`src/rtl/load_store_unit_nb.sv`:
```
// load_store_unit_nb
// Non-blocking load/store unit. Decode ops are forwarded to memory in the same
// cycle and tracked in an in-order FIFO. Responses come back in request order.
// Each response is sign/zero extended and held in a single writeback register
// until writeback accepts it.
//
// uop encoding on d_uop:
//   0 lb, 1 lh, 2 lw, 3 lbu, 4 lhu, 5 sb, 6 sh, 7 sw. Values 8..15 are
//   unsupported and are never accepted.
//
// mem op encoding: 0 read, 1 write. A len of 0 means a 4-byte access.
module load_store_unit_nb #(
   parameter int p_seq_num_bits  = 5,
   parameter int p_opaq_bits     = 8,
   parameter int p_max_in_flight = 4
) (
   input  logic                      clk,
   input  logic                      rst,

   input  logic                      d_val,
   output logic                      d_rdy,
   input  logic [31:0]               d_pc,
   input  logic [p_seq_num_bits-1:0] d_seq_num,
   input  logic [31:0]               d_op1,
   input  logic [31:0]               d_op2,
   input  logic [31:0]               d_op3,
   input  logic [4:0]                d_waddr,
   input  logic [3:0]                d_uop,

   output logic                      w_val,
   input  logic                      w_rdy,
   output logic [31:0]               w_pc,
   output logic [p_seq_num_bits-1:0] w_seq_num,
   output logic [4:0]                w_waddr,
   output logic [31:0]               w_wdata,
   output logic                      w_wen,

   output logic                      mem_req_val,
   input  logic                      mem_req_rdy,
   output logic                      mem_req_op,
   output logic [p_opaq_bits-1:0]    mem_req_opaque,
   output logic [31:0]               mem_req_addr,
   output logic [1:0]                mem_req_len,
   output logic [31:0]               mem_req_data,

   input  logic                      mem_resp_val,
   output logic                      mem_resp_rdy,
   input  logic                      mem_resp_op,
   input  logic [p_opaq_bits-1:0]    mem_resp_opaque,
   input  logic [1:0]                mem_resp_len,
   input  logic [31:0]               mem_resp_data
);

   localparam logic [3:0] UOP_LB  = 4'd0;
   localparam logic [3:0] UOP_LH  = 4'd1;
   localparam logic [3:0] UOP_LW  = 4'd2;
   localparam logic [3:0] UOP_LBU = 4'd3;
   localparam logic [3:0] UOP_LHU = 4'd4;
   localparam logic [3:0] UOP_SB  = 4'd5;
   localparam logic [3:0] UOP_SH  = 4'd6;
   localparam logic [3:0] UOP_SW  = 4'd7;

   // A depth of one still needs a 1-bit pointer; it simply never moves.
   localparam int PTR_W = (p_max_in_flight > 1) ? $clog2(p_max_in_flight) : 1;
   localparam int CNT_W = $clog2(p_max_in_flight + 1);
   localparam logic [PTR_W-1:0] LAST_IDX  = PTR_W'(p_max_in_flight - 1);
   localparam logic [CNT_W-1:0] DEPTH_CNT = CNT_W'(p_max_in_flight);

   logic [PTR_W-1:0]          head_q, head_d;
   logic [PTR_W-1:0]          tail_q, tail_d;
   logic [CNT_W-1:0]          count_q, count_d;

   logic [31:0]               fifo_pc_q    [p_max_in_flight];
   logic [31:0]               fifo_pc_d    [p_max_in_flight];
   logic [p_seq_num_bits-1:0] fifo_seq_q   [p_max_in_flight];
   logic [p_seq_num_bits-1:0] fifo_seq_d   [p_max_in_flight];
   logic [4:0]                fifo_waddr_q [p_max_in_flight];
   logic [4:0]                fifo_waddr_d [p_max_in_flight];
   logic [3:0]                fifo_uop_q   [p_max_in_flight];
   logic [3:0]                fifo_uop_d   [p_max_in_flight];

   logic                      wb_val_q, wb_val_d;
   logic [31:0]               wb_pc_q, wb_pc_d;
   logic [p_seq_num_bits-1:0] wb_seq_q, wb_seq_d;
   logic [4:0]                wb_waddr_q, wb_waddr_d;
   logic [31:0]               wb_wdata_q, wb_wdata_d;
   logic                      wb_wen_q, wb_wen_d;

   logic        uop_ok;
   logic        req_store;
   logic [1:0]  req_len;
   logic [31:0] store_data;
   logic        full;
   logic        issue;
   logic        retire;
   logic [3:0]  head_uop;
   logic        head_store;
   logic [1:0]  head_len;
   logic [31:0] load_data;

   function automatic logic [PTR_W-1:0] ptr_inc(input logic [PTR_W-1:0] p);
      return (p == LAST_IDX) ? '0 : p + PTR_W'(1);
   endfunction

   function automatic logic [1:0] uop_len(input logic [3:0] u);
      case (u)
         UOP_LB, UOP_LBU, UOP_SB: return 2'd1;
         UOP_LH, UOP_LHU, UOP_SH: return 2'd2;
         default:                 return 2'd0;
      endcase
   endfunction

   function automatic logic uop_is_store(input logic [3:0] u);
      return (u == UOP_SB) || (u == UOP_SH) || (u == UOP_SW);
   endfunction

   // Decode the incoming op and shape the store data into the low bytes.
   always_comb begin
      uop_ok     = (d_uop <= UOP_SW);
      req_store  = uop_is_store(d_uop);
      req_len    = uop_len(d_uop);
      store_data = d_op3;
      case (req_len)
         2'd1:    store_data = {24'h0, d_op3[7:0]};
         2'd2:    store_data = {16'h0, d_op3[15:0]};
         default: store_data = d_op3;
      endcase
   end

   // Extend response data according to the op sitting at the FIFO head.
   always_comb begin
      head_uop   = fifo_uop_q[head_q];
      head_store = uop_is_store(head_uop);
      head_len   = uop_len(head_uop);
      load_data  = mem_resp_data;
      case (head_uop)
         UOP_LB:  load_data = {{24{mem_resp_data[7]}}, mem_resp_data[7:0]};
         UOP_LBU: load_data = {24'h0, mem_resp_data[7:0]};
         UOP_LH:  load_data = {{16{mem_resp_data[15]}}, mem_resp_data[15:0]};
         UOP_LHU: load_data = {16'h0, mem_resp_data[15:0]};
         default: load_data = mem_resp_data;
      endcase
   end

   // Full is based on the registered count only, so a pop never frees a slot
   // for a push in the same cycle.
   assign full           = (count_q == DEPTH_CNT);
   assign d_rdy          = mem_req_rdy & ~full & uop_ok & ~rst;
   assign mem_req_val    = d_val & ~full & uop_ok & ~rst;
   assign mem_req_op     = req_store;
   assign mem_req_opaque = p_opaq_bits'(tail_q);
   assign mem_req_addr   = d_op1 + d_op2;
   assign mem_req_len    = req_len;
   assign mem_req_data   = req_store ? store_data : 32'h0;
   assign mem_resp_rdy   = rst | ~wb_val_q | w_rdy;

   assign issue  = d_val & d_rdy;
   assign retire = mem_resp_val & mem_resp_rdy & ~rst;

   assign w_val     = wb_val_q & ~rst;
   assign w_pc      = wb_pc_q;
   assign w_seq_num = wb_seq_q;
   assign w_waddr   = wb_waddr_q;
   assign w_wdata   = wb_wdata_q;
   assign w_wen     = wb_wen_q;

   // Next-state for the tracking FIFO and the writeback register.
   always_comb begin
      head_d       = head_q;
      tail_d       = tail_q;
      count_d      = count_q;
      fifo_pc_d    = fifo_pc_q;
      fifo_seq_d   = fifo_seq_q;
      fifo_waddr_d = fifo_waddr_q;
      fifo_uop_d   = fifo_uop_q;
      wb_val_d     = wb_val_q;
      wb_pc_d      = wb_pc_q;
      wb_seq_d     = wb_seq_q;
      wb_waddr_d   = wb_waddr_q;
      wb_wdata_d   = wb_wdata_q;
      wb_wen_d     = wb_wen_q;

      if (issue) begin
         fifo_pc_d[tail_q]    = d_pc;
         fifo_seq_d[tail_q]   = d_seq_num;
         fifo_waddr_d[tail_q] = d_waddr;
         fifo_uop_d[tail_q]   = d_uop;
         tail_d               = ptr_inc(tail_q);
      end

      if (retire) begin
         head_d     = ptr_inc(head_q);
         wb_val_d   = 1'b1;
         wb_pc_d    = fifo_pc_q[head_q];
         wb_seq_d   = fifo_seq_q[head_q];
         wb_waddr_d = head_store ? 5'd0 : fifo_waddr_q[head_q];
         wb_wdata_d = head_store ? 32'h0 : load_data;
         wb_wen_d   = ~head_store;
      end else if (wb_val_q && w_rdy) begin
         wb_val_d = 1'b0;
      end

      case ({issue, retire})
         2'b10:   count_d = count_q + CNT_W'(1);
         2'b01:   count_d = count_q - CNT_W'(1);
         default: count_d = count_q;
      endcase
   end

   // Control state and writeback register, synchronous reset.
   always_ff @(posedge clk) begin
      if (rst) begin
         head_q     <= '0;
         tail_q     <= '0;
         count_q    <= '0;
         wb_val_q   <= 1'b0;
         wb_pc_q    <= '0;
         wb_seq_q   <= '0;
         wb_waddr_q <= '0;
         wb_wdata_q <= '0;
         wb_wen_q   <= 1'b0;
      end else begin
         head_q     <= head_d;
         tail_q     <= tail_d;
         count_q    <= count_d;
         wb_val_q   <= wb_val_d;
         wb_pc_q    <= wb_pc_d;
         wb_seq_q   <= wb_seq_d;
         wb_waddr_q <= wb_waddr_d;
         wb_wdata_q <= wb_wdata_d;
         wb_wen_q   <= wb_wen_d;
      end
   end

   // Tracking payload has no reset: a slot is only read after it was pushed.
   always_ff @(posedge clk) begin
      fifo_pc_q    <= fifo_pc_d;
      fifo_seq_q   <= fifo_seq_d;
      fifo_waddr_q <= fifo_waddr_d;
      fifo_uop_q   <= fifo_uop_d;
   end

   // Protocol checks on the decode and memory interfaces.
   always_ff @(posedge clk) begin
      if (!rst) begin
         if (d_val) begin
            a_uop_supported: assert (uop_ok);
         end
         if (mem_resp_val) begin
            a_resp_not_empty: assert (count_q != '0);
         end
         if (retire) begin
            a_resp_opaque: assert (mem_resp_opaque == p_opaq_bits'(head_q));
            a_resp_op:     assert (mem_resp_op == head_store);
            a_resp_len:    assert (mem_resp_len == head_len);
         end
      end
   end

endmodule

```
`config.mk`:
```
export PLATFORM = sky130hd
export DESIGN_NAME = load_store_unit_nb
export DESIGN_NICKNAME = d
export VERILOG_FILES = /design/src/rtl/load_store_unit_nb.sv
export SDC_FILE = /design/constraint.sdc
export NUM_CORES = 1
export LEC_CHECK = 0
export CAP_MARGIN = 30
export CORE_UTILIZATION = 37
export CTS_CLUSTER_SIZE = 10
export DETAILED_ROUTE_END_ITERATION = 6
export DONT_BUFFER_PORTS = 1
export GPL_TIMING_DRIVEN = 0
export SLEW_MARGIN = 0
export SYNTH_ARGS = -nofsm -noshare
export SYNTH_HDL_FRONTEND = slang
export SYNTH_SLANG_ARGS = --single-unit
```
`constraint.sdc`:
```
create_clock -name clk -period 3 [get_ports clk]
set_input_delay 0.15 -clock clk [delete_from_list [all_inputs] [get_ports clk]]
set_output_delay 0.15 -clock clk [all_outputs]
set_load 0.03 [all_outputs]
```
=== Yosys cells after proc, flatten, opt, wreduce, memory -nomap -nowiden ===
Cells that the tools add are included.

* Bits in registers: 267
* Word-level logic and storage cells: 116

* $add $sub $neg: 5
* Magnitude comparators: 4
* Equality and inequality tests: 19
* Muxes and demuxes: 33
* Bitwise operators: 18
* Reductions and logical operators: 12

{| class="wikitable"
|+ Operators by type and width
! cell !! count
|-
| 2-to-1 mux 32 bit || 5
|-
| bitwise mux 128 bit || 1
|-
| case mux 32 bit (4 select lines) || 1
|-
| binary-select mux 32 bit (select 2 bit) || 1
|-
| demux 32 bit (select 2 bit) || 1
|-
| case mux 32 bit (2 select lines) || 1
|-
| bitwise mux 20 bit || 2
|-
| adder 32 bit || 1
|-
| equality test 4 x 3 -> 1 bit, second input constant || 8
|-
| 2-to-1 mux 5 bit || 6
|-
| binary-select mux 5 bit (select 2 bit) || 2
|-
| bitwise mux 16 bit || 1
|-
| 2-to-1 mux 4 bit || 3
|-
| bitwise AND 1 bit || 10
|-
| demux 5 bit (select 2 bit) || 1
|-
| binary-select mux 4 bit (select 2 bit) || 1
|-
| demux 4 bit (select 2 bit) || 1
|-
| equality test 2 bit, second input constant || 4
|-
| equality test 4 x 1 -> 1 bit, second input constant || 2
|-
| equality test 4 x 2 -> 1 bit, second input constant || 2
|-
| logical NOT 4 bit || 2
|-
| >= comparator 3 bit, second input constant || 2
|-
| inverter 2 -> 3 bit || 2
|-
| case mux 3 bit (2 select lines) || 1
|-
| other kinds (16) || 30
|}

=== Longest topological paths before layout ===
* Word-level depth: 8
* Mapped depth: 11

=== Worst setup path after synthesis ===
No wires, ideal clock.

* Kind: input to output
* Start: input d_op1[0]
* End: output mem_req_addr[30]
* Arrival: 2.499 ns
* Data required time: 2.850 ns
* Slack: 0.351 ns
* Cell stages on the path: 10
* Path through: ha_1 fa_1 a21o_1 a21oi_1 o21ai_1 o211a_1 o22a_1 a41o_1 a41oi_2 xnor2_1

* Word-level cells in the longest chain between the ends: 1

{| class="wikitable"
|+ Ends and longest elaborated chain
! item !! RTL line !! source
|-
| start: declaration || 24 || <nowiki>input logic [31:0] d_op1,</nowiki>
|-
| adder 32 bit || 152 || <nowiki>assign mem_req_addr = d_op1 + d_op2;</nowiki>
|-
| end: declaration || 42 || <nowiki>output logic [31:0] mem_req_addr,</nowiki>
|}

Every way passes these cells.

=== Final worst setup path ===
Same ends and word-level chain as after synthesis.

==> results.yml <==
logic_synthesis:
  yosys-top-cells-area: "edfxtp_1 47%, dfxtp_1 14%, mux4_2 8.8%"
  synth_edf_count: 184
  synth.top_cell.area_share: 0.4679
  ys_types: 63
  synth_top_flop_cell: "edfxtp_1"
  ys_ff_latch: 267
  syn_area_mm2: 0.01181
  syn_area_per_cell_um2: 12.98
  synthArstFlopShare: 0
  postSynthCellCount: 910
  ys_seq_area_frac: 0.6087
  synth_top_cell_by_area: "edfxtp_1"
  ys.warnings.count: 0
sta:
  finalClockSkew_ns: 0.01982
  max_freq_mhz: 345.6
  period_minus_slack_ns: 2.894
  hold_viol: 0
  grt_setup_unrepaired: "false"
  post-route-period-util: 0.9645
  slew_violations: 0
  max_slew.worst_pin.slew_ns: 0.8612
  slew_headroom: 0.4224
  setup_violations: 0
  whs_ns: 0.03698
die:
  fp-row-count: 65
  ios: 345
  fp.dieW_um: 180.6
  fp.coreArea_mm2: 0.03147
  die_area_mm2: 0.03263
  start_util: 0.3752
  die_h_um: 180.6
clocking:
  clockBufferDepth: 3
  root_buffer: "clkbuf_16"
  cts_setup_buffers: 0
  clkLatencyLatePin_ns: 0.51
  cts_sinks: 267
  cts_tree: "done"
  numCtsBuffers: 34
  clk_pin_slew_worst_paths_ns: 0.05
  htreeDepth: 2
power:
  p_per_area_mw_per_mm2: 661.5
  power_leakage_nw: 5.139
  total_power_mw: 9.470
  vdd_ir_drop_max_mv: 0.4574
worst_setup_path:
  r2r_start: "wb_val_q"
  rr_endpoint: "w_wdata[31]"
  cp-start-kind: "input port"
  crit_chain: "ha_1 -> fa_1 -> a21o_1 -> a21oi_1 -> o21ai_1 -> o211a_1 -> o22a_1 -> a41o_1 -> a41oi_2 -> xnor2_2"
  crit_start: "d_op1[0]"
  max_stage_delay_ns: 0.40
  ff2ff_path_depth: 8
  endpoint: "mem_req_addr[30]"
  cp.arrival_ns: 2.74
  crit_type: "input port to output port"
  crit_required_ns: 2.85
  crit_fanout: 4
  r2r_setup_slack_ns: 0.37
  cp_slowest_cell: "fa_1"
  end_kind: "output port"
drt:
  wirelength_um: 29520
  dr.pass1.iters: 5
  first_iter_violations: 423
  avgRoutedWirePerCell_um: 20.18
  vias: 7731
  drt-vias-per-instance: 5.284
  ant_nets: 0
  drc: 0
global_routing:
  antenna_found_initial: 2
  grt_pass1_wl_um: 45310
  grt_usage: 0.1797
  grt_overflow: 0
  grt_max_degree: 47
  grt_pass1_vias: 7826
placement:
  place_area_mm2: 0.01240
  hpwl_um: 20650
  io_buffers: 0
  gp_congestion: 0.8488
layout:
  fin_util: 0.4549
  area_growth_pct: 21.25
  mostFrequentLayoutCells: "184 x edfxtp_1, 126 x nand2_1, 83 x dfxtp_1"
  drive_gt1_frac: 0.1256
  final_common_cell: "edfxtp_1"
  nets: 1265
  fillCellCount: 2853
  finish.instance_area_mm2: 0.01432
flow_run:
  drv_cap: 0
worst_hold_path:
  min_path_type: "input port to flip-flop"
  worstHoldStart: "d_val"
status:
  status: "finished clean"
worst max-delay path: cells and delay by family:
family	cells	cell delay, ns
xor+xnor	1	0.23
fa+ha+maj	2	0.61
compound gates	7	1.75
layer usage:
layer,global-route usage,share of wire,vias to the layer above
met5,0,0,-
met2,0.3019,0.48,275
met3,0.05497,0.081,52
li1,-,-,3646
met1,0.2229,0.41,3758
met4,0.05026,0.021,0
flip-flops by register name, summed over array words and instances, names as in the netlist:
signal and count:
fifo_pc_q 128, w_pc 32, w_wdata 32, fifo_seq_q 20
fifo_waddr_q 20, fifo_uop_q 16, w_seq_num 5, w_waddr 5
count_q 3, head_q 2, tail_q 2, w_wen 1
wb_val_q 1
report_power, final:
part / internal, mW / switching [mW]
registers: 4.03 / 0.225
clock network: 2.45 / 1.48
logic: 0.459 / 0.825
total: 6.94 / 2.53
timing repair:
action	CTS	global route
setup endpoints to repair	0	4
gates resized for setup	0	4
hold endpoints to repair	216	0
hold buffers	78	0
worst min path at each step:
| stage | depth (start not counted) | endpoint | slack (ns) |
|---|---|---|---|
| 2_1_floorplan | 0 | fifo_pc_q[0] | 0.25 |
| 3_3_place_gp | 0 | fifo_pc_q[6] | 0.25 |
| 3_5_place_dp | 0 | fifo_pc_q[79] | 0.25 |
| 4_1_cts | 4 | w_wdata[11] | 0.01 |
| 5_1_grt | 4 | w_wdata[10] | 0.05 |
| 6_report | 4 | tail_q[1] | 0.04 |
cell usage after synthesis (17+ instances only):
cell      count
and2_1       23
nor2_1       44
ha_1         39
a21o_1       20
edfxtp_1    184
dfxtp_1      83
o21ai_0      25
mux4_2       46
xnor2_1      17
a21oi_1      75
nand2_1     126
and3_1       18
clkbuf_1     29
logic make-up (layout without fill, tap and decap cells):
family	after synthesis	count (layout)	share of synthesized area
mux	48	48	0.08943
fa+ha+maj	41	41	0.04472
xor+xnor	31	31	0.02299
simple gates	269	269	0.1069
compound gates	193	193	0.1044
flops	267	267	0.6087
other cells	1	8	0.0003176
buf+inv	60	204	0.02257
stage by stage:
stage	std cells	TNS [ns]	worst slack (ns)
after global placement	1317	-96.33	-0.5833
after floorplan	915	0	0.3508
final	1463	0	0.1065
after CTS	1461	0	0.02039
after detailed placement	1321	0	0.03709
after global routing	1462	0	0.01582
area by class of cell:
| cell class | instances | area, um^2 | area share |
|---|---|---|---|
| Sequential cell | 267 | 7187 | 0.5020 |
| Multi-Input combinational cell | 588 | 4409 | 0.3080 |
| Clock buffer | 57 | 999.7 | 0.06983 |
| Timing Repair Buffer | 82 | 848.3 | 0.05926 |
| Tap cell | 402 | 503.0 | 0.03513 |
| Buffer | 48 | 221.5 | 0.01547 |
| Clock inverter | 5 | 97.59 | 0.006817 |
| Inverter | 12 | 45.04 | 0.003146 |
| Antenna cell | 2 | 5.005 | 0.0003496 |
Power figures use the tool's default switching activity.
